## src/rtl/multicycle_control_if.sv

```systemverilog
// Bundle between the multi-cycle control unit and the datapath/memory side.
//   IR fields   : op_code[6:0], funct3[2:0], funct7_5 (IR[30])
//   Memory      : mem_ready (access completes this cycle), mem_read, mem_write
//   Datapath    : ir_write, pc_write, pc_src[1:0], reg_write, alu_src_b,
//                 alu_op[3:0], mem_to_reg[1:0], branch, b_type, auipc
//   Status      : trap, trap_cause[1:0], state[2:0], retired[CNT_W-1:0]
// slave  : the control unit (consumes IR fields / mem_ready, drives strobes)
// master : the datapath/memory side
interface multicycle_control_if #(
  parameter int unsigned CNT_W = 32
);
  logic [6:0]       op_code;
  logic [2:0]       funct3;
  logic             funct7_5;
  logic             mem_ready;
  logic             ir_write;
  logic             pc_write;
  logic [1:0]       pc_src;
  logic             reg_write;
  logic             alu_src_b;
  logic [3:0]       alu_op;
  logic [1:0]       mem_to_reg;
  logic             mem_read;
  logic             mem_write;
  logic             branch;
  logic             b_type;
  logic             auipc;
  logic             trap;
  logic [1:0]       trap_cause;
  logic [2:0]       state;
  logic [CNT_W-1:0] retired;

  modport slave (
    input  op_code, funct3, funct7_5, mem_ready,
    output ir_write, pc_write, pc_src, reg_write, alu_src_b, alu_op,
           mem_to_reg, mem_read, mem_write, branch, b_type, auipc,
           trap, trap_cause, state, retired
  );

  modport master (
    output op_code, funct3, funct7_5, mem_ready,
    input  ir_write, pc_write, pc_src, reg_write, alu_src_b, alu_op,
           mem_to_reg, mem_read, mem_write, branch, b_type, auipc,
           trap, trap_cause, state, retired
  );
endinterface

```

## src/rtl/multicycle_control.sv

```systemverilog
// Multi-cycle RV32I control unit. Sequences FETCH/DECODE/EXEC/MEM/WB against a
// shared memory with a ready handshake and bounded wait, traps (sticky) on
// illegal opcodes or memory timeout, and counts retired instructions.
// Ports:
//   clk  - clock, all state on rising edge
//   rst  - asynchronous active-high reset; forces all control strobes low
//   bus  - multicycle_control_if.slave (IR fields, mem handshake, strobes,
//          trap status, debug state, retired counter)
module multicycle_control #(
  parameter int unsigned MEM_TIMEOUT = 16,
  parameter int unsigned TO_W        = 5,
  parameter int unsigned CNT_W       = 32
) (
  input  logic                clk,
  input  logic                rst,
  multicycle_control_if.slave bus
);

  typedef enum logic [2:0] {
    S_FETCH  = 3'd0,
    S_DECODE = 3'd1,
    S_EXEC   = 3'd2,
    S_MEM    = 3'd3,
    S_WB     = 3'd4,
    S_TRAP   = 3'd7
  } state_t;

  localparam logic [6:0] OPC_LOAD   = 7'b0000011;
  localparam logic [6:0] OPC_STORE  = 7'b0100011;
  localparam logic [6:0] OPC_OPIMM  = 7'b0010011;
  localparam logic [6:0] OPC_OP     = 7'b0110011;
  localparam logic [6:0] OPC_BRANCH = 7'b1100011;
  localparam logic [6:0] OPC_JAL    = 7'b1101111;
  localparam logic [6:0] OPC_JALR   = 7'b1100111;
  localparam logic [6:0] OPC_LUI    = 7'b0110111;
  localparam logic [6:0] OPC_AUIPC  = 7'b0010111;

  localparam logic [3:0]      ALU_ADD = 4'b0000;
  localparam logic [3:0]      ALU_XOR = 4'b0100;
  localparam logic [TO_W-1:0] TO_LAST = TO_W'(MEM_TIMEOUT - 1);

  state_t           state_q, state_d;
  logic [TO_W-1:0]  cnt_q, cnt_d;
  logic [CNT_W-1:0] retired_q;
  logic             trap_q, trap_d;
  logic [1:0]       cause_q, cause_d;

  logic is_load, is_store, is_opimm, is_op, is_branch;
  logic is_jal, is_jalr, is_lui, is_auipc, legal;
  logic timeout_hit;

  logic       ir_write, pc_write, reg_write, alu_src_b;
  logic       mem_read, mem_write, branch, b_type, auipc;
  logic [1:0] pc_src, mem_to_reg;
  logic [3:0] alu_op;

  // Only word loads/stores, beq/bne and jalr with funct3=000 are accepted.
  always_comb begin
    is_load   = (bus.op_code == OPC_LOAD)   && (bus.funct3 == 3'b010);
    is_store  = (bus.op_code == OPC_STORE)  && (bus.funct3 == 3'b010);
    is_opimm  = (bus.op_code == OPC_OPIMM);
    is_op     = (bus.op_code == OPC_OP);
    is_branch = (bus.op_code == OPC_BRANCH) && (bus.funct3[2:1] == 2'b00);
    is_jal    = (bus.op_code == OPC_JAL);
    is_jalr   = (bus.op_code == OPC_JALR)   && (bus.funct3 == 3'b000);
    is_lui    = (bus.op_code == OPC_LUI);
    is_auipc  = (bus.op_code == OPC_AUIPC);
    legal     = is_load | is_store | is_opimm | is_op | is_branch |
                is_jal | is_jalr | is_lui | is_auipc;
  end

  // Wait counter holds (cycles waited - 1) on the last allowed cycle.
  assign timeout_hit = (MEM_TIMEOUT != 0) && (cnt_q == TO_LAST);

  always_ff @(posedge clk or posedge rst) begin
    if (rst) begin
      state_q   <= S_FETCH;
      cnt_q     <= '0;
      retired_q <= '0;
      trap_q    <= 1'b0;
      cause_q   <= 2'b00;
    end else begin
      state_q   <= state_d;
      cnt_q     <= cnt_d;
      retired_q <= retired_q + {{(CNT_W-1){1'b0}}, pc_write};
      trap_q    <= trap_d;
      cause_q   <= cause_d;
    end
  end

  always_comb begin
    state_d    = state_q;
    cnt_d      = '0;
    trap_d     = trap_q;
    cause_d    = cause_q;
    ir_write   = 1'b0;
    pc_write   = 1'b0;
    pc_src     = 2'b00;
    reg_write  = 1'b0;
    alu_src_b  = 1'b0;
    alu_op     = ALU_ADD;
    mem_to_reg = 2'b00;
    mem_read   = 1'b0;
    mem_write  = 1'b0;
    branch     = 1'b0;
    b_type     = 1'b0;
    auipc      = 1'b0;

    unique case (state_q)
      S_FETCH: begin
        mem_read = 1'b1;
        if (bus.mem_ready) begin
          ir_write = 1'b1;
          state_d  = S_DECODE;
        end else if (timeout_hit) begin
          state_d = S_TRAP;
          trap_d  = 1'b1;
          cause_d = 2'b10;
        end else begin
          cnt_d = cnt_q + 1'b1;
        end
      end

      S_DECODE: begin
        if (legal) begin
          state_d = S_EXEC;
        end else begin
          state_d = S_TRAP;
          trap_d  = 1'b1;
          cause_d = 2'b01;
        end
      end

      S_EXEC: begin
        alu_src_b = ~(is_op | is_branch | is_jal);
        auipc     = is_auipc;
        if (is_op)
          alu_op = {bus.funct7_5, bus.funct3};
        else if (is_opimm)
          // IR[30] only selects SRAI vs SRLI; elsewhere it is immediate bits.
          alu_op = {bus.funct7_5 & (bus.funct3 == 3'b101), bus.funct3};
        else if (is_branch)
          alu_op = ALU_XOR;

        if (is_load || is_store) begin
          state_d = S_MEM;
        end else if (is_branch) begin
          branch   = 1'b1;
          b_type   = ~bus.funct3[0];
          pc_write = 1'b1;
          state_d  = S_FETCH;
        end else if (is_jal || is_jalr) begin
          reg_write  = 1'b1;
          mem_to_reg = 2'b10;
          pc_src     = is_jal ? 2'b10 : 2'b01;
          pc_write   = 1'b1;
          state_d    = S_FETCH;
        end else begin
          state_d = S_WB;
        end
      end

      S_MEM: begin
        mem_read  = is_load;
        mem_write = is_store;
        if (bus.mem_ready) begin
          if (is_store) begin
            pc_write = 1'b1;
            state_d  = S_FETCH;
          end else begin
            state_d = S_WB;
          end
        end else if (timeout_hit) begin
          state_d = S_TRAP;
          trap_d  = 1'b1;
          cause_d = 2'b11;
        end else begin
          cnt_d = cnt_q + 1'b1;
        end
      end

      S_WB: begin
        reg_write  = 1'b1;
        mem_to_reg = is_load ? 2'b11 : (is_lui ? 2'b01 : 2'b00);
        pc_write   = 1'b1;
        state_d    = S_FETCH;
      end

      S_TRAP: begin
        state_d = S_TRAP;
      end

      default: begin
        state_d = S_FETCH;
      end
    endcase
  end

  // Strobes are gated by rst so an asynchronous reset kills them immediately.
  assign bus.ir_write   = ir_write  & ~rst;
  assign bus.pc_write   = pc_write  & ~rst;
  assign bus.reg_write  = reg_write & ~rst;
  assign bus.alu_src_b  = alu_src_b & ~rst;
  assign bus.mem_read   = mem_read  & ~rst;
  assign bus.mem_write  = mem_write & ~rst;
  assign bus.branch     = branch    & ~rst;
  assign bus.b_type     = b_type    & ~rst;
  assign bus.auipc      = auipc     & ~rst;
  assign bus.pc_src     = rst ? '0 : pc_src;
  assign bus.alu_op     = rst ? '0 : alu_op;
  assign bus.mem_to_reg = rst ? '0 : mem_to_reg;
  assign bus.trap       = trap_q;
  assign bus.trap_cause = cause_q;
  assign bus.state      = state_q;
  assign bus.retired    = retired_q;

endmodule
```

## src/flat_wrapper.sv

```systemverilog
// flat-port wrapper written by rule: the top's interface ports become plain ports
module multicycle_control_flat 
#(
  parameter int unsigned MEM_TIMEOUT = 16,
  parameter int unsigned TO_W        = 5,
  parameter int unsigned CNT_W       = 32
)
  (clk, rst, bus_op_code, bus_funct3, bus_funct7_5, bus_mem_ready, bus_ir_write, bus_pc_write, bus_pc_src, bus_reg_write, bus_alu_src_b, bus_alu_op, bus_mem_to_reg, bus_mem_read, bus_mem_write, bus_branch, bus_b_type, bus_auipc, bus_trap, bus_trap_cause, bus_state, bus_retired);
  multicycle_control_if #(.CNT_W(CNT_W)) bus_i ();
  input  logic clk;
  input  logic rst;
  input wire logic [$bits(bus_i.op_code)-1:0] bus_op_code;
  input wire logic [$bits(bus_i.funct3)-1:0] bus_funct3;
  input wire logic [$bits(bus_i.funct7_5)-1:0] bus_funct7_5;
  input wire logic [$bits(bus_i.mem_ready)-1:0] bus_mem_ready;
  output wire logic [$bits(bus_i.ir_write)-1:0] bus_ir_write;
  output wire logic [$bits(bus_i.pc_write)-1:0] bus_pc_write;
  output wire logic [$bits(bus_i.pc_src)-1:0] bus_pc_src;
  output wire logic [$bits(bus_i.reg_write)-1:0] bus_reg_write;
  output wire logic [$bits(bus_i.alu_src_b)-1:0] bus_alu_src_b;
  output wire logic [$bits(bus_i.alu_op)-1:0] bus_alu_op;
  output wire logic [$bits(bus_i.mem_to_reg)-1:0] bus_mem_to_reg;
  output wire logic [$bits(bus_i.mem_read)-1:0] bus_mem_read;
  output wire logic [$bits(bus_i.mem_write)-1:0] bus_mem_write;
  output wire logic [$bits(bus_i.branch)-1:0] bus_branch;
  output wire logic [$bits(bus_i.b_type)-1:0] bus_b_type;
  output wire logic [$bits(bus_i.auipc)-1:0] bus_auipc;
  output wire logic [$bits(bus_i.trap)-1:0] bus_trap;
  output wire logic [$bits(bus_i.trap_cause)-1:0] bus_trap_cause;
  output wire logic [$bits(bus_i.state)-1:0] bus_state;
  output wire logic [$bits(bus_i.retired)-1:0] bus_retired;
  assign bus_i.op_code = bus_op_code;
  assign bus_i.funct3 = bus_funct3;
  assign bus_i.funct7_5 = bus_funct7_5;
  assign bus_i.mem_ready = bus_mem_ready;
  assign bus_ir_write = bus_i.ir_write;
  assign bus_pc_write = bus_i.pc_write;
  assign bus_pc_src = bus_i.pc_src;
  assign bus_reg_write = bus_i.reg_write;
  assign bus_alu_src_b = bus_i.alu_src_b;
  assign bus_alu_op = bus_i.alu_op;
  assign bus_mem_to_reg = bus_i.mem_to_reg;
  assign bus_mem_read = bus_i.mem_read;
  assign bus_mem_write = bus_i.mem_write;
  assign bus_branch = bus_i.branch;
  assign bus_b_type = bus_i.b_type;
  assign bus_auipc = bus_i.auipc;
  assign bus_trap = bus_i.trap;
  assign bus_trap_cause = bus_i.trap_cause;
  assign bus_state = bus_i.state;
  assign bus_retired = bus_i.retired;
  multicycle_control #(.MEM_TIMEOUT(MEM_TIMEOUT), .TO_W(TO_W), .CNT_W(CNT_W)) u_core (.clk(clk), .rst(rst), .bus(bus_i));
endmodule
```

## config.mk

```make
export PLATFORM = sky130hd
export DESIGN_NAME = multicycle_control_flat
export DESIGN_NICKNAME = d
export VERILOG_FILES = /design/src/rtl/multicycle_control_if.sv /design/src/rtl/multicycle_control.sv /design/src/flat_wrapper.sv
export SDC_FILE = /design/constraint.sdc
export NUM_CORES = 1
export LEC_CHECK = 0
export BUFFER_PORTS_ARGS = -buffer_cell sky130_fd_sc_hd__buf_2
export CORE_ASPECT_RATIO = 1.75
export CORE_UTILIZATION = 47
export DETAILED_ROUTE_END_ITERATION = 6
export PLACE_DENSITY = 0.72
export SYNTH_ARGS = -nofsm -noshare
export SYNTH_HDL_FRONTEND = slang
export SYNTH_SLANG_ARGS = --single-unit
```

## constraint.sdc

```tcl
create_clock -name clk -period 3.7 [get_ports clk]
set_input_delay 1.11 -clock clk [delete_from_list [all_inputs] [get_ports clk]]
set_output_delay 1.11 -clock clk [all_outputs]
set_load 0.02 [all_outputs]
```

==> metrics.cfg <==
[sta]
fin_crit_sh_pct=98.3
clock_skew_ns=0.00475
final-hold-violation-count=0
rsz0062_at_grt=yes
max_slew_margin_pct=64.2
worstMarginPinSlew_ns=0.538
max_freq_mhz=275
fin_crit_ns=3.64
setup_viol=0
slew_viol_final=0

[setup_path]
crit_family=simple AND/OR/NAND/NOR gates
worstPathCellList=buf_6, or4b_4, nor3b_2, and2b_2, a21oi_2, nor3_1, buf_2
cpPeakStageDelay_ns=0.57
worst-path-buf-inv=2
r2r_end=u_core.bus.retired[20]$_DFF_PP0_
worstSetupStartpointType=input port
timing.rr.start=u_core.bus.state[0]$_DFF_PP0_
ff2ff_path_depth=12
cp.required_ns=2.59
critPathMaxFanout=4
critPathSlowestCell=or4b_4
ff2ff_setup_slack_ns=0.82
critPathKind=in2out
end_kind=primary output
arrival_ns=2.53

[pwr]
switchingPower_w=0.000179
pwr-share-clk_pct=36.1
swShare_pct=21.9
p_leak_nw=1.58
power_frac_comb_pct=6.4
power.internal_w=0.000637
peakVddDrop_mv=0.295
total_power_w=0.000816
power.density_nw_per_um2=270
seqPwrFrac_pct=57.5

[global_route]
met3_usage_pct=3.23
grtUsageMet2_pct=42.1
grt_antenna_before_repair=0
use_met1_pct=22.3
grtUsageTotal_pct=22.1
grt_pass1_wl_um=9180
grt-ovfl-total=0
grt_pass1_vias=1999
grt_max_degree=44
gr-max-usage-layer=met2

[final_layout]
antennaDiodeCount=0
drive_above_1_share_pct=35.0
nets=343
fin_area_um2=3030
syn2layout_area_growth_pct=26.8
fillers=426
instances_no_fill=380

[cts]
cts.sinks=43
clk_pin_slew_ns=0.07
h-tree-depth=2
cts_buffer_depth=2
insertion_delay_ns=0.29
cts_tree=done
numCtsBuffers=5
root_buffer=clkbuf_8

[yosys]
synth_cells=239
synth-seq-cells=43
synthMuxAreaShare_pct=0.628
avgSynthCellArea_um2=10.0
synth_top_area_cell=dfrtp_1
synth_cell_types=51
yosysSeqAreaShare_pct=45.0
async_reset_ff_share_pct=100
netlist_top_cells_count=dfrtp_1 (43), xnor2_1 (24), nand2_1 (20), nand3_1 (19), nor2_1 (18)
syn_area_um2=2390
synth_xor_area_share_pct=11.7
synth_top_family_by_area=simple AND/OR/NAND/NOR gates
synth_top_area_share_pct=45.0
ys_top_cells_by_area=dfrtp_1 (45%), xnor2_1 (8.8%), nand3_1 (4.0%)
yosys.area_share.simple_pct=31.2
synth_compound_area_share_pct=7.07
synth-edff-count=0
synth_top_flop_cell=dfrtp_1
yosysWarnings=0
synth.most_common_cell=dfrtp_1
synthesis.nets=256
synthAdderAreaFrac_pct=1.57

[die]
dieArea_um2=5380
die_h_um=96.3
coreArea_um2=4930
rows=34
die_x_um=55.9
io_pins=69
initial_core_util_pct=48.4

[worst_hold_path]
holdPathStages=1
min_from=u_core.bus.trap$_DFFE_PP0P_
min-delay-path-class=reg2reg
hold_end=u_core.bus.trap$_DFFE_PP0P_

[routing]
via_per_inst=5.57
vias=2115
drt-pass1-iter-count=4
drc_errors=0
wire_per_inst_um=14.6
drtIter0Drc=84
wl_um=5540
ant_nets=0

[placement]
dp_hpwl_um=4310
portBuffers=68
gp_congestion=0.917
dpl.cell_count=372
placed_area_um2=2900

[run_status]
outcome=finished clean

[flow_run]
cap_viol_max_count=0

[power by group through the flow]
| stage | clock (W) | combinational, W | sequential [W] |
|---|---|---|---|
| floorplan | 0 | 0.0000247 | 0.000479 |
| global placement | 0 | 0.0000494 | 0.000479 |
| detailed placement | 0 | 0.0000498 | 0.000479 |
| CTS | 0.000305 | 0.0000500 | 0.000470 |
| global route | 0.000324 | 0.0000576 | 0.000470 |
| finish | 0.000295 | 0.0000519 | 0.000470 |
[cell usage in the layout, fill, tap and decap left out, types with 2 or more instances in the layout]
cell      netlist  layout
nand2_1        20      20
and4_1          5       5
nand3_1        19      19
o21ai_1         3       3
nor2_1         18      18
o21ai_0         2       2
or2_1           2       2
and4bb_1        2       2
and4b_1         2       2
nor4_2          2       2
clkbuf_8        0       6
buf_2           3      65
buf_6           0       3
buf_4           2      19
nor3_2          1       2
nor3_1          8       7
nand2b_1        5       5
nor4_1          2       2
a21oi_1         7       5
and3_1          7       7
inv_1           8       7
dfrtp_1        43      43
xnor2_1        24      24
nand4_1         7       7
nor2b_1         3       3
and2_1          7       6
ha_1            3       3
a21oi_2         0       2
xor2_1          8       8
[sequential cells by signal, summed over array words and instances (netlist names)]
name and count:
u_core.bus.state 3, u_core.bus.retired 32, u_core.bus.trap_cause 2, u_core.bus.trap 1, u_core.cnt_q 5
[kinds of logic after synthesis]
logic type / count (synthesis)
adders and majority gates: 3
AOI/OAI and AO/OA: 23
and+or+nand+nor: 122
xor gates and xnor gates: 32
muxes: 1
buffers and inverters: 15
DFF: 43
[what timing repair did]
| item | 4_1_cts | 5_1_grt |
|---|---|---|
| resized for setup | 0 | 9 |
| hold endpoints to repair | 0 | 0 |
| setup buffers | 0 | 1 |
| setup endpoints to repair | 0 | 2 |
| hold buffers | 0 | 0 |
[worst max path at each step]
stage / start / to / depth (start not counted)
4_1_cts: bus_op_code[6] / bus_pc_write / 7
5_1_grt: bus_op_code[6] / bus_mem_read / 7
2_1_floorplan: bus_op_code[4] / u_core.bus.retired[26]$_DFF_PP0_ / 13
3_5_place_dp: bus_op_code[6] / u_core.bus.retired[20]$_DFF_PP0_ / 12
6_report: bus_op_code[6] / bus_mem_read / 7
3_3_place_gp: bus_op_code[6] / u_core.bus.retired[29]$_DFF_PP0_ / 11
[through the flow]
step / util, % / setup slack, ns / hold slack (ns) / TNS, ns
4_1_cts: 60.5 / 0.0222 / 0.473 / 0
6_report: 61.4 / 0.0616 / 0.464 / 0
2_1_floorplan: - / 0.0379 / 0.440 / 0
3_3_place_gp: 58.7 / 0.0140 / 0.448 / 0
5_1_grt: 61.4 / -0.0273 / 0.486 / -0.0299
3_5_place_dp: 58.7 / -0.0268 / 0.453 / -0.0821
[layer usage]
layer	vias to the layer above	wire length (um)
met5	-	0
met4	0	243
met1	988	2020
met2	90	3030
met3	23	245
li1	1014	-
[worst register-to-register path: cells and delay by family, from the launching register on]
family | cells | cell delay [ns]
xor gates and xnor gates | 1 | 0.13
adders and majority gates | 2 | 0.34
and+or+nand+nor | 6 | 1.37
buffers and inverters | 1 | 0.10
DFF | 1 | 0.48
AOI/OAI and AO/OA | 2 | 0.38
[cell type report]
type / instances / area, um2 / share of cell area, %
Clock inverter: 1 / 5.00 / 0.165
Tap cell: 54 / 67.6 / 2.23
Inverter: 8 / 33.8 / 1.12
Multi-Input combinational cell: 181 / 1260 / 41.7
Sequential cell: 43 / 1080 / 35.5
Timing Repair Buffer: 87 / 502 / 16.6
Clock buffer: 6 / 82.6 / 2.73
No activity file was read; power rests on OpenSTA's default activity.
